`config.mk`:
```
export PLATFORM = sky130hd
export DESIGN_NAME = counter_mod_k_ctrl
export DESIGN_NICKNAME = d
export VERILOG_FILES = /design/src/rtl/counter_pkg.sv /design/src/rtl/counter_mod_k_shadow.sv /design/src/rtl/counter_mod_k_ctrl.sv
export SDC_FILE = /design/constraint.sdc
export NUM_CORES = 1
export LEC_CHECK = 0
export ABC_AREA = 1
export CAP_MARGIN = 20
export CORE_ASPECT_RATIO = 0.7
export CORE_MARGIN = 3
export CORE_UTILIZATION = 30
export CTS_CLUSTER_SIZE = 10
export DETAILED_ROUTE_END_ITERATION = 6
export PLACE_DENSITY = 0.51
export SYNTH_ARGS = -nofsm -noshare
export SYNTH_HDL_FRONTEND = slang
export SYNTH_SLANG_ARGS = --single-unit
```
`constraint.sdc`:
```
create_clock -name i_clk -period 7.6 [get_ports i_clk]
set_clock_uncertainty 0.05 [all_clocks]
set_input_delay 1.52 -clock i_clk [delete_from_list [all_inputs] [get_ports i_clk]]
set_output_delay 1.52 -clock i_clk [all_outputs]
set_load 0.05 [all_outputs]
```
`src/rtl/counter_pkg.sv`:
```
// ---------------------------------------------------------------------------
// counter_pkg
// Shared types and helpers for the modulo-k counter.
//   dir_e       : count direction (DIR_UP / DIR_DOWN)
//   eff_mod     : effective modulus, where a programmed 0 stands for 2^n
//   clamp_to    : limits a value to an upper bound (used for load clamping)
// Helpers work on 32-bit values, so counter widths up to 32 bits are supported.
// ---------------------------------------------------------------------------
package counter_pkg;

    typedef enum logic {
        DIR_UP   = 1'b0,
        DIR_DOWN = 1'b1
    } dir_e;

    // Effective modulus; one extra bit so that 2^n is representable.
    function automatic logic [32:0] eff_mod(input logic [31:0] k, input int unsigned n);
        logic [32:0] res;
        if (k == 32'd0) begin
            res = 33'd1 << n;
        end else begin
            res = {1'b0, k};
        end
        return res;
    endfunction

    // Returns v limited to at most lim.
    function automatic logic [31:0] clamp_to(input logic [31:0] v, input logic [31:0] lim);
        logic [31:0] res;
        if (v > lim) begin
            res = lim;
        end else begin
            res = v;
        end
        return res;
    endfunction

endpackage

```
`src/rtl/counter_mod_k_shadow.sv`:
```
// ---------------------------------------------------------------------------
// counter_mod_k_shadow
// Holds the staged modulus (k_stg), the active modulus (k_act) and the
// pending flag. A staged value only becomes active at a boundary (wrap or
// clear); a write that coincides with a boundary goes straight to k_act.
// Optional macro: COUNTER_MOD_K_UPDOWN_EN adds o_k_next, needed by the
// down-count reload.
// Ports:
//   i_clk, i_reset  : clock, asynchronous active-high reset
//   i_k, i_k_wr     : new modulus and its write strobe
//   i_boundary      : a wrap or clear happens at the coming edge
//   o_k_act         : active modulus (registered)
//   o_pending       : staged modulus waiting for a boundary (registered)
//   o_k_next        : modulus that will be active after this edge if a
//                     boundary occurs (only with COUNTER_MOD_K_UPDOWN_EN)
// ---------------------------------------------------------------------------
module counter_mod_k_shadow
    import counter_pkg::*;
#(
    parameter int N       = 8,
    parameter int K_RESET = 10
) (
    input  logic         i_clk,
    input  logic         i_reset,
    input  logic [N-1:0] i_k,
    input  logic         i_k_wr,
    input  logic         i_boundary,
`ifdef COUNTER_MOD_K_UPDOWN_EN
    output logic [N-1:0] o_k_next,
`endif
    output logic [N-1:0] o_k_act,
    output logic         o_pending
);

    logic [N-1:0] k_act_q, k_act_d;
    logic [N-1:0] k_stg_q, k_stg_d;
    logic         pending_q, pending_d;
    logic [N-1:0] k_apply_s;

    // Value k_act takes if a boundary fires now: a same-cycle write wins.
    always_comb begin
        k_apply_s = k_act_q;
        if (i_k_wr) begin
            k_apply_s = i_k;
        end else if (pending_q) begin
            k_apply_s = k_stg_q;
        end else begin
            k_apply_s = k_act_q;
        end
    end

    // Next-state for the shadow registers.
    always_comb begin
        k_act_d   = k_act_q;
        k_stg_d   = k_stg_q;
        pending_d = pending_q;
        if (i_boundary) begin
            k_act_d   = k_apply_s;
            pending_d = 1'b0;
            if (i_k_wr) begin
                k_stg_d = i_k;
            end else begin
                k_stg_d = k_stg_q;
            end
        end else if (i_k_wr) begin
            k_stg_d   = i_k;
            pending_d = 1'b1;
        end else begin
            k_stg_d   = k_stg_q;
            pending_d = pending_q;
        end
    end

    // Shadow register bank.
    always_ff @(posedge i_clk or posedge i_reset) begin
        if (i_reset) begin
            k_act_q   <= N'(K_RESET);
            k_stg_q   <= N'(K_RESET);
            pending_q <= 1'b0;
        end else begin
            k_act_q   <= k_act_d;
            k_stg_q   <= k_stg_d;
            pending_q <= pending_d;
        end
    end

    assign o_k_act   = k_act_q;
    assign o_pending = pending_q;
`ifdef COUNTER_MOD_K_UPDOWN_EN
    assign o_k_next  = k_apply_s;
`endif

endmodule

```
`src/rtl/counter_mod_k_ctrl.sv`:
```
// ---------------------------------------------------------------------------
// counter_mod_k_ctrl
// Modulo-k counter with enable, synchronous clear/load, shadowed modulus,
// single-cycle wrap strobe and a wrap-event counter. All outputs registered.
// Optional macro: COUNTER_MOD_K_UPDOWN_EN adds i_dir and down counting;
// without it the block counts up only.
// Parameters: N (count width), M (wrap counter width), K_RESET (modulus
// after reset, 0 < K_RESET < 2^N).
// Ports:
//   i_clk, i_reset      : clock, asynchronous active-high reset
//   i_en                : count enable
//   i_clear, i_load     : synchronous clear / load (clear > load > count)
//   i_load_val          : load value, clamped to K-1
//   i_k, i_k_wr         : new modulus (0 means 2^N) and staging strobe
//   i_dir               : 0 up, 1 down (COUNTER_MOD_K_UPDOWN_EN only)
//   o_count             : current count
//   o_wrap              : one-cycle wrap strobe
//   o_wraps             : wrap count modulo 2^M
//   o_k_pending         : staged modulus not yet active
// ---------------------------------------------------------------------------
module counter_mod_k_ctrl
    import counter_pkg::*;
#(
    parameter int N       = 8,
    parameter int M       = 16,
    parameter int K_RESET = 10
) (
    input  logic         i_clk,
    input  logic         i_reset,
    input  logic         i_en,
    input  logic         i_clear,
    input  logic         i_load,
    input  logic [N-1:0] i_load_val,
    input  logic [N-1:0] i_k,
    input  logic         i_k_wr,
`ifdef COUNTER_MOD_K_UPDOWN_EN
    input  logic         i_dir,
`endif
    output logic [N-1:0] o_count,
    output logic         o_wrap,
    output logic [M-1:0] o_wraps,
    output logic         o_k_pending
);

    logic [N-1:0] count_q, count_d;
    logic         wrap_q, wrap_d;
    logic [M-1:0] wraps_q, wraps_d;
    logic         boundary_s;
    logic [N-1:0] k_act_s;
    logic [N-1:0] kmax_s;
    logic         pending_s;
`ifdef COUNTER_MOD_K_UPDOWN_EN
    logic [N-1:0] k_next_s;
    logic [N-1:0] knext_max_s;
    dir_e         dir_s;
`endif

    counter_mod_k_shadow #(
        .N       (N),
        .K_RESET (K_RESET)
    ) u_shadow (
        .i_clk      (i_clk),
        .i_reset    (i_reset),
        .i_k        (i_k),
        .i_k_wr     (i_k_wr),
        .i_boundary (boundary_s),
`ifdef COUNTER_MOD_K_UPDOWN_EN
        .o_k_next   (k_next_s),
`endif
        .o_k_act    (k_act_s),
        .o_pending  (pending_s)
    );

    // Largest legal count for the active and (for down reload) the next modulus.
    always_comb begin
        kmax_s      = N'(eff_mod(32'(k_act_s), N) - 33'd1);
`ifdef COUNTER_MOD_K_UPDOWN_EN
        knext_max_s = N'(eff_mod(32'(k_next_s), N) - 33'd1);
        dir_s       = dir_e'(i_dir);
`endif
    end

    // Count datapath, wrap detection and wrap-event counter.
    always_comb begin
        count_d    = count_q;
        wrap_d     = 1'b0;
        wraps_d    = wraps_q;
        boundary_s = 1'b0;
        if (i_clear) begin
            count_d    = {N{1'b0}};
            boundary_s = 1'b1;
        end else if (i_load) begin
            // Clamped against the currently active modulus, even if a new one is staged.
            count_d = N'(clamp_to(32'(i_load_val), 32'(kmax_s)));
        end else if (i_en) begin
`ifdef COUNTER_MOD_K_UPDOWN_EN
            if (dir_s == DIR_DOWN) begin
                if (count_q == {N{1'b0}}) begin
                    // Reload from the modulus that becomes active at this wrap.
                    count_d    = knext_max_s;
                    wrap_d     = 1'b1;
                    boundary_s = 1'b1;
                end else begin
                    count_d = count_q - {{(N-1){1'b0}}, 1'b1};
                end
            end else begin
                if (count_q == kmax_s) begin
                    count_d    = {N{1'b0}};
                    wrap_d     = 1'b1;
                    boundary_s = 1'b1;
                end else begin
                    count_d = count_q + {{(N-1){1'b0}}, 1'b1};
                end
            end
`else
            if (count_q == kmax_s) begin
                count_d    = {N{1'b0}};
                wrap_d     = 1'b1;
                boundary_s = 1'b1;
            end else begin
                count_d = count_q + {{(N-1){1'b0}}, 1'b1};
            end
`endif
        end else begin
            count_d = count_q;
        end

        if (wrap_d) begin
            wraps_d = wraps_q + {{(M-1){1'b0}}, 1'b1};
        end else begin
            wraps_d = wraps_q;
        end
    end

    // Output registers.
    always_ff @(posedge i_clk or posedge i_reset) begin
        if (i_reset) begin
            count_q <= {N{1'b0}};
            wrap_q  <= 1'b0;
            wraps_q <= {M{1'b0}};
        end else begin
            count_q <= count_d;
            wrap_q  <= wrap_d;
            wraps_q <= wraps_d;
        end
    end

    assign o_count     = count_q;
    assign o_wrap      = wrap_q;
    assign o_wraps     = wraps_q;
    assign o_k_pending = pending_s;

endmodule

```
==> results of run 1 <==
metrics by stage:
step	power, W	instance area, um^2	utilization	hold WS (ns)	worst slack [ns]
2_1_floorplan	0.0004316	2801	-	0.3886	4.647
3_3_place_gp	0.0005032	3395	0.3876	0.4068	3.820
3_5_place_dp	0.0005057	3395	0.3876	0.4099	3.837
4_1_cts	0.0007930	3588	0.4097	0.4192	4.112
5_1_grt	0.0008367	3588	0.4097	0.4445	3.947
6_report	0.0007867	3588	0.4097	0.4195	4.117
worst max-delay path, delay by kind of cell:
| kind | cells | cell delay [ns] |
|---|---|---|
| buffers and inverters | 3 | 1.06 |
| AND/OR/NAND/NOR | 4 | 0.87 |
| AO/OA/AOI/OAI | 1 | 0.18 |
per-layer routing:
layer / global-route usage / vias to the layer above / wire, um
met5: 0 / - / 0
met4: 0.03357 / 0 / 76
met3: 0.03766 / 10 / 471
met2: 0.2080 / 56 / 3019
met1: 0.2321 / 1254 / 4068
li1: - / 1409 / -
cell families (layout without fill, tap and decap cells):
family                     Yosys count  in the layout  synth area share
DFF                                 42             42            0.3770
AOI/OAI and AO/OA                   35             35           0.07280
and+or+nand+nor                    253            253            0.3988
xor gates and xnor gates             8              8           0.02501
adders and majority gates           12             12           0.05359
buffers and inverters               51            100           0.07279
worst max-delay path by stage:
stage | from | cells past startpoint | to
5_1_grt | i_load | 8 | o_count[6]
2_1_floorplan | i_load_val[3] | 11 | o_count[4]
4_1_cts | i_load | 8 | o_count[6]
3_5_place_dp | i_load | 8 | o_count[6]
3_3_place_gp | i_load | 8 | o_count[6]
6_report | i_load | 8 | o_count[6]
power groups by stage:
stage               clock [W]  sequential, W  combinational (W)
floorplan                   0       0.000293           0.000139
global placement            0       0.000271           0.000232
detailed placement          0       0.000271           0.000235
CTS                  0.000290       0.000267           0.000236
global route         0.000302       0.000270           0.000264
finish               0.000285       0.000267           0.000235
layout make-up:
class                   instances  area (um^2)
repair buffers                 49        485.5
multi-input cells             308         1541
flip-flops and latches         42         1056
fillers                       920         5170
clock buffers                   5        125.1
well taps                     120        150.1
clock inverters                 3        68.82
inverters                      43        161.4
sequential cells by signal (all words and copies together), names as in the netlist:
register            cells
u_shadow.o_pending      1
u_shadow.o_k_act        8
u_shadow.k_stg_q        8
o_wrap                  1
o_count                 8
o_wraps                16
synthesized netlist by cell type:
master / instances
a21oi_1: 15
buf_1: 1
buf_2: 1
buf_4: 1
buf_6: 1
clkbuf_1: 4
clkinv_1: 1
dfrtp_1: 38
dfstp_2: 4
ha_1: 12
inv_1: 39
inv_2: 3
nand2_1: 149
nand2_2: 5
nand2_4: 1
nand3_1: 49
nand4_1: 19
nor2_1: 19
nor2_2: 2
nor2_4: 1
nor2_8: 1
nor3_1: 6
nor4_1: 1
o211ai_1: 3
o21ai_0: 11
o21ai_2: 1
o21ai_4: 1
o21bai_1: 1
o22ai_1: 3
xnor2_1: 5
xor2_1: 3
==> metrics.txt, run 1 <==
Hold-fix buffers, CTS 0; top cell type's share of synthesized area 0.3394; FF-to-FF Start u_shadow.o_k_act[0]; crit start category input pin; vias in the first global route 2533; Worst VDD drop 0.00008220 V; Layout area overhead 28.09%; most common cell after layout, fill and taps aside nand2_1; Fin. Hold Viols 0; RSZ-0062 raised after global routing false; Pleak 1.715 nW; Worst R2R End o_count[3]; num rows 28; Routed Antenna Nets 0; Comb pwr share 0.299; #FFs+latches synth 42; min-delay src u_shadow.o_k_act[1]; Clk pwr share 0.362; Core Area 8758 um^2; fin cells 570; Int Power 0.0005134 W; pin count of the biggest net entering global routing 43; Syn Nets 435; worst hold path depth 2; Global Route Usage Sum 0.1501; Reg2Reg Depth 19; layout net count 483; GPL Wtd Cong 0.8246; CTS tree yes; leading area contributor after synthesis dfrtp_1; Netlist cell types 31; Ports 48; Hold WC Path Type flip-flop to flip-flop; clk buf depth 2; Crit Path Category input pin to flip-flop; First-pass DRT Iterations 5; setup_tns 0 ns; Hold EP u_shadow.o_k_act[1]; global route overflow 0; DRC 0; Synthesis Warnings 0; first-pass GRT wire length ~13000 um; Slew headroom 0.6335; Max Slew Vio Count 0; H-tree Lvls 2; crit share post-route 0.4582; status completed; net switching power figure 0.0002733 W; post-synthesis cell area 2801 um^2; Worst path slowest cell clkdlybuf4s50_1; die width roughly 120 um; cts repair resizes 0; Syn Area/Cell 6.986 um^2; CP peak stage delay 0.71 ns; Max Clock Freq 0.2871 GHz; worst skew pair latency 0.29 ns; Total Wirelength roughly 7600 um; postcts setup bufs 0; Port-buffer cells 47; n_diodes 0; layout cells sized above 1 0.06444; Detail Placement HPWL 5880 um; endpoints failing setup 0; Max-cap violations 0; Via density around 4.8; CTS clk-pin slew, worst paths 0.06 ns; Worst Max-Slew Pin Slew around 0.55 ns; Synth Instances between 400 and 500; area of the die roughly 11000 um^2; initial antenna violation count 0; Die Height 86.85 um; Critical Path End Type flip-flop; WP data required 7.75 ns; crit path max fanout 20; post-placement cell count 562; worst reg2reg setup slack 4.37 ns; WL/cell around 13 um; Initial DRC Count 149; most frequent cells in the layout 149 x nand2_1, 49 x nand3_1, 47 x clkdlybuf4s50_1; arrival time at the worst endpoint 3.63 ns; CTS buffer count 5; CTS Root Cell clkbuf_16; top area cells in the synthesized netlist dfrtp_1 34%, nand2_1 20%, nand3_1 8.8%; Clock Sinks 42; shortest period the worst path allows 3.483 ns; Starting Density 0.3199; Flop pwr share 0.339; total number of vias 2729; Pwr per Cell Area 219.2 nW/um^2; switch share 0.3474; sequential area share after synthesis 0.3770; crit path cell chain clkdlybuf4s50_1, nor2_1, buf_4, nand2_1, inv_1, nor2_1, nand2_1, o22ai_1
Note: power is estimated with default switching activity, not from simulation.
==> inputs of run 2 (changes only) <==
Settings changed: PLACE_DENSITY 0.51 to 0.53.
Clock period 7.6 ns to 2.9 ns, I/O delays scaled along.
==> run 2 against run 1 <==
Combinational power grew to 3.1 times the previous value. Final area is 6.1% higher. First-iteration DRC count is 10% higher. Worst hold slack worse by 0.0027 ns. Sequential share of layout area is 1.7 points lower. Cell count is 3.5% higher. Via count is 3.0% higher. Register-to-register slack worse by 4.2 ns. Sequential power grew to 2.6 times the previous value. Wire length is 7.3% higher. Critical path type is now flip-flop to flip-flop.
==> metrics.txt, run 2 (same netlist as run 1, synthesis figures left out) <==
Ports 48 (unchanged); Reg2Reg Depth 19 (unchanged); initial antenna violation count 0 (unchanged); crit start category flip-flop (was input pin); First-pass DRT Iterations 4 (was 5); layout net count 503 (was 483); status completed (unchanged); most common cell after layout, fill and taps aside nand2_1 (unchanged); area of the die 10550 um^2 (unchanged); Max Slew Vio Count 0 (unchanged); most frequent cells in the layout 146 x nand2_1, 48 x nand3_1, 47 x clkdlybuf4s50_1 (was 149 x nand2_1, 49 x nand3_1, 47 x clkdlybuf4s50_1); CTS tree yes (unchanged); Clock Sinks 42 (unchanged); Routed Antenna Nets 0 (unchanged); num rows 28 (unchanged); M1 GR Usage 0.2541 (was 0.2321); CTS Root Cell clkbuf_16 (unchanged); Port-buffer cells 47 (unchanged); Via density 4.764 (was 4.788); global route overflow 0 (unchanged); layout cells sized above 1 0.1340 (was 0.06444); post-placement cell count 575 (was 562); shortest period the worst path allows 2.709 ns; min-delay src u_shadow.o_k_act[1] (unchanged); DRC 0 (unchanged); Hold WC Path Type flip-flop to flip-flop (unchanged); die width 121.5 um (unchanged); CTS clk-pin slew, worst paths 0.06 ns (about the same); Layout area overhead 35.91% (was 28.09%); n_diodes 0 (unchanged); CTS buffer count 5 (unchanged); Max Clock Freq between 0.3 and 0.4 GHz; Global Route Usage Sum 0.1633 (was 0.1501); H-tree Lvls 2 (unchanged); Initial DRC Count 164 (was 149); multi-input logic area 1649 um^2 (was 1541 um^2); first-pass GRT wire length 13590 um (was 12700 um); Fin. Hold Viols 0 (unchanged); WL/cell 13.89 um (was 13.40 um); Starting Density 0.3199 (unchanged); met3 usage in global routing 0.03701 (was 0.03766); Detail Placement HPWL 6159 um (was 5880 um); post-route cell area 3807 um^2 (was 3588 um^2); busiest layer in global routing met1 (unchanged); Critical Path End Type flip-flop (unchanged); crit share post-route 0.9343; worst reg2reg setup slack 0.19 ns (was 4.37 ns); vias in the first global route 2699 (was 2533); worst hold path depth 2 (unchanged); Core Area 8758 um^2 (unchanged); worst skew pair latency 0.29 ns (about the same); Max-cap violations 0 (unchanged); Pleak 1.808 nW (was 1.715 nW); Filler cells 896 (was 920); clk buf depth 2 (unchanged); Die Height 86.85 um (unchanged); GPL Wtd Cong 0.8718 (was 0.8246); DP Worst Slack 0.02786 ns (was 3.837 ns); WP data required 3.02 ns (was 7.75 ns); pin count of the biggest net entering global routing 43 (unchanged); Worst R2R End o_count[6] (was o_count[3]); Worst VDD drop 0.0001973 V (was 0.00008220 V); Slew headroom 0.6208 (was 0.6335); endpoints failing setup 0 (unchanged); met2 global-route usage 0.2221 (was 0.2080); crit path max fanout 9 (was 20); final worst slack 0.1905 ns (was 4.117 ns); Pwr per Cell Area 523.3 nW/um^2 (was 219.2 nW/um^2); cell area after placement 3492 um^2 (was 3395 um^2); fin cells 590 (was 570); total number of vias 2811 (was 2729); Total Wirelength 8196 um (was 7636 um); final core occ 0.4347 (was 0.4097); register area 1056 um^2 (unchanged); max reg flops 16 (unchanged); Crit Path Category flip-flop to flip-flop (was input pin to flip-flop); FF-to-FF Start u_shadow.o_k_act[1] (was u_shadow.o_k_act[0]); arrival time at the worst endpoint 2.83 ns (was 3.63 ns); Worst Max-Slew Pin Slew 0.5688 ns (was 0.5480 ns); Hold EP u_shadow.o_k_act[1] (unchanged)
-- run 2: changes by cell type in the layout (fill, tap and decap cells not counted), sizes merged --
cell    before  now
clkbuf       5    6
buf          2   22
bufinv       2    0
clkinv       2    3
-- run 2: worst max-delay path by stage --
stage	startpoint	end	slack, ns	depth (start not counted)
final	u_shadow.o_k_act[1]	o_count[6]	0.19	19
after detailed placement	u_shadow.o_k_act[0]	o_count[3]	0.03	19
after CTS	u_shadow.o_k_act[0]	o_count[2]	-0.005	19
after global routing	u_shadow.o_k_act[1]	o_count[6]	-0.03	19
after global placement	u_shadow.o_k_act[6]	o_count[3]	0.12	18
after floorplan	u_shadow.o_k_act[0]	o_count[3]	0.19	19
-- run 2: repair_timing --
action                     CTS  global route
resized for setup            0            23
setup endpoints to repair    2            23
hold buffers                 0             0
setup buffers                0             7
pin swaps                    0             7
-- run 2: power by group --
| part | leakage [nW] | switching, W | internal (W) |
|---|---|---|---|
| Sequential | 0.545 | 0.0000541 | 0.000639 |
| Combinational | 1.19 | 0.000450 | 0.000285 |
| Clock | 0.0708 | 0.000245 | 0.000320 |
-- run 2: critical path: stages, from the launching register on --
cell and delay, ns:
dfstp_2 0.53, inv_1 0.08, ha_4 0.18, nand2_4 0.08, o21ai_4 0.08, nand2_4 0.09, nor2_1 0.04, nand2_1 0.10
nand2_2 0.09, ha_4 0.28, nand2_1 0.07, nor2_2 0.11, nand2_1 0.06, o211ai_1 0.08, nand2_1 0.10, buf_4 0.17
a21oi_1 0.12, o21ai_0 0.09, nand2_1 0.09, o22ai_2 0.08
-- run 2: metal layers --
layer | part of all wire | up-vias
met5 | 0 | -
met4 | 0.010 | 0
met3 | 0.070 | 9
met2 | 0.39 | 86
met1 | 0.53 | 1267
li1 | - | 1449
-- run 2: layout make-up --
type                       instances  area share
sequential                        42      0.2774
clock inverter                     2    0.003615
tap                              120     0.03943
timing repair buffer              69      0.1702
multi-input combinational        308      0.4331
inverter                          43     0.04239
clock buffer                       6     0.03385
-- run 2: through the flow --
stage               power [W]  hold WS [ns]  setup TNS (ns)
global route         0.002125        0.4384        -0.05544
finish               0.001993        0.4167               0
CTS                  0.001934        0.4183        -0.01025
global placement     0.001348        0.4083               0
floorplan            0.001131        0.3886               0
detailed placement   0.001355        0.4088               0
==> inputs of run 3 (changes only) <==
Settings changed: CORE_MARGIN 3 to default, CORE_UTILIZATION 30 to 48, GPL_TIMING_DRIVEN from default to 0, PLACE_DENSITY 0.53 to 0.77.
==> run 3 against run 2 <==
Register-to-register slack got worse by 0.10 ns. Count of clock-buffer cells in the layout is 2 higher. Total power fell by 2.5%. Setup slack lost 0.10 ns. Die area decreased by 42%. Combinational power is 7.9% higher. Via count up 6.6%. Sequential power is 0.9% higher. Global-route usage increased by 11 points. First-iteration DRC count grew 83%.
==> metrics.txt, run 3 (same netlist as run 1, synthesis figures left out) <==
most common cell after layout, fill and taps aside nand2_1 (unchanged); crit start category flip-flop (unchanged); most frequent cells in the layout 141 x nand2_1, 46 x nand3_1, 45 x clkdlybuf4s50_1 (was 146 x nand2_1, 48 x nand3_1, 47 x clkdlybuf4s50_1); Ports 48 (unchanged); status completed (unchanged); CTS Root Cell clkbuf_8 (was clkbuf_16); area of the die 6151 um^2 (was 10550 um^2); Reg2Reg Depth 18 (was 19); first-pass GRT wire length 12910 um (was 13590 um); cell area after placement 3362 um^2 (was 3492 um^2); global route overflow 0 (unchanged); Layout area overhead 33.72% (was 35.91%); Max-cap violations 0 (unchanged); DRC 0 (unchanged); CTS clk-pin slew, worst paths 0.08 ns (was 0.06 ns); Hold WC Path Type flip-flop to flip-flop (unchanged); Clock Sinks 42 (unchanged); Max Clock Freq 0.3553 GHz (was 0.3691 GHz); worst hold path depth 2 (unchanged); Total Wirelength 8064 um (was 8196 um); DP Worst Slack -0.2610 ns (was 0.02786 ns); switch share 0.3898 (was 0.3761); multi-input logic area 1700 um^2 (was 1649 um^2); layout net count 501 (was 503); Worst Max-Slew Pin Slew 0.5663 ns (was 0.5688 ns); Port-buffer cells 45 (was 47); clk buf depth 2 (unchanged); Via density 5.548 (was 4.764); Die Height 65.92 um (was 86.85 um); net switching power figure 0.0007571 W (was 0.0007493 W); layout cells sized above 1 0.1560 (was 0.1340); n_diodes 0 (unchanged); Routed Antenna Nets 0 (unchanged); crit path max fanout 8 (was 9); H-tree Lvls 2 (unchanged); final worst slack 0.08584 ns (was 0.1905 ns); Filler cells 420 (was 896); GPL Wtd Cong 0.9651 (was 0.8718); WP data required 3.03 ns (was 3.02 ns); Pleak 1.781 nW (was 1.808 nW); total number of vias 2996 (was 2811); Slew headroom 0.6211 (was 0.6208); CTS tree yes (unchanged); Flop pwr share 0.360 (was 0.348); arrival time at the worst endpoint 2.95 ns (was 2.83 ns); Starting Density 0.5166 (was 0.3199); num rows 22 (was 28); Int Power 0.001185 W (was 0.001243 W); max reg flops 16 (unchanged); Detail Placement HPWL 5735 um (was 6159 um); setup_tns 0 ns (unchanged); Crit Path Category flip-flop to flip-flop (unchanged); die width 93.31 um (was 121.5 um); RSZ-0062 raised after global routing true; vias in the first global route 2679 (was 2699); worst skew pair latency 0.30 ns (was 0.29 ns); Pwr per Cell Area 518.5 nW/um^2 (was 523.3 nW/um^2); Max Slew Vio Count 0 (unchanged); Worst VDD drop 0.0002341 V (was 0.0001973 V); register area 1060 um^2 (was 1056 um^2); endpoints failing setup 0 (unchanged); pin count of the biggest net entering global routing 39 (was 43); CTS buffer count 5 (unchanged); WL/cell 14.93 um (was 13.89 um); initial antenna violation count 0 (unchanged); First-pass DRT Iterations 5 (was 4); shortest period the worst path allows 2.814 ns (was 2.709 ns); Comb pwr share 0.408 (was 0.369); Core Area 5423 um^2 (was 8758 um^2); post-route cell area 3746 um^2 (was 3807 um^2); Fin. Hold Viols 0 (unchanged); Clk pwr share 0.232 (was 0.284); crit share post-route 0.9704 (was 0.9343); Initial DRC Count 300 (was 164); Global Route Usage Sum 0.2724 (was 0.1633); Critical Path End Type flip-flop (unchanged)
==> run 3: changes by cell type in the layout (fill, tap and decap cells not counted), moves of 4 or more <==
cell	previous run	this run
buf_4	21	11
buf_6	0	4
clkbuf_16	5	0
clkbuf_8	0	8
nand2_1	146	141
nand2_2	5	9
o21ai_0	9	3
o21ai_1	2	7
==> run 3: power groups by stage <==
stage | clock (W) | sequential (W) | combinational, W
2_1_floorplan | 0 | 0.000768 | 0.000363
3_3_place_gp | 0 | 0.000705 | 0.000594
3_5_place_dp | 0 | 0.000706 | 0.000611
4_1_cts | 0.000452 | 0.000695 | 0.000652
5_1_grt | 0.000483 | 0.000705 | 0.000866
6_report | 0.000452 | 0.000699 | 0.000792
==> run 3: worst paths after layout <==
check | startpoint | to | slack [ns]
worst min register to register | u_shadow.o_k_act[1] | u_shadow.o_k_act[1] | 0.42
worst max register to register | u_shadow.o_k_act[5] | o_count[7] | 0.09
worst min-delay path | u_shadow.o_k_act[1] | u_shadow.o_k_act[1] | 0.42
max in group asynchronous | i_reset | u_shadow.o_k_act[1] | 1.88
min in group asynchronous | i_reset | o_wraps[4] | 0.43
worst max-delay path | u_shadow.o_k_act[5] | o_count[7] | 0.09
==> run 3: layout make-up <==
cell class                 instances  share of cell area
inverter                          43             0.04375
multi-input combinational        308              0.4539
clock buffer                       8             0.02939
buffer                             8             0.01136
sequential                        42              0.2829
timing repair buffer              59              0.1546
tap                               72             0.02405
==> run 3: critical path, cell delays in order (launching register included) <==
cell      delay, ns
dfrtp_2        0.45
nor2_4         0.17
nand2_4        0.09
o21ai_4        0.19
buf_6          0.16
nand3_4        0.07
nand2_2        0.11
nand2_4        0.06
ha_4           0.27
nand2_1        0.06
nor2_2         0.12
nand2_1        0.08
o211ai_1       0.14
nand2_2        0.20
buf_6          0.17
a21oi_2        0.10
o21ai_1        0.08
nand3_1        0.08
nand2_1        0.06
==> run 3: per-stage QoR <==
stage | util | power, W | hold WS, ns | std cells
finish | 0.6908 | 0.001942 | 0.4246 | 540
floorplan | - | 0.001131 | 0.3886 | 401
CTS | 0.6491 | 0.001798 | 0.4205 | 532
global placement | 0.6163 | 0.001300 | 0.4044 | 518
global route | 0.6908 | 0.002054 | 0.4537 | 540
detailed placement | 0.6200 | 0.001317 | 0.4069 | 519
==> run 3: timing repair <==
| item | 4_1_cts | 5_1_grt |
|---|---|---|
| buffers inserted | 5 | 8 |
| hold buffers | 0 | 0 |
| pin swaps | 4 | 13 |
| setup endpoints to repair | 8 | 20 |
| resized for setup | 4 | 46 |
==> run 3: routing by layer <==
metal	GRT usage	share of wire
met1	0.4295	0.48
met2	0.3741	0.42
met3	0.05172	0.094
met4	0.06731	0.0073
met5	0	0
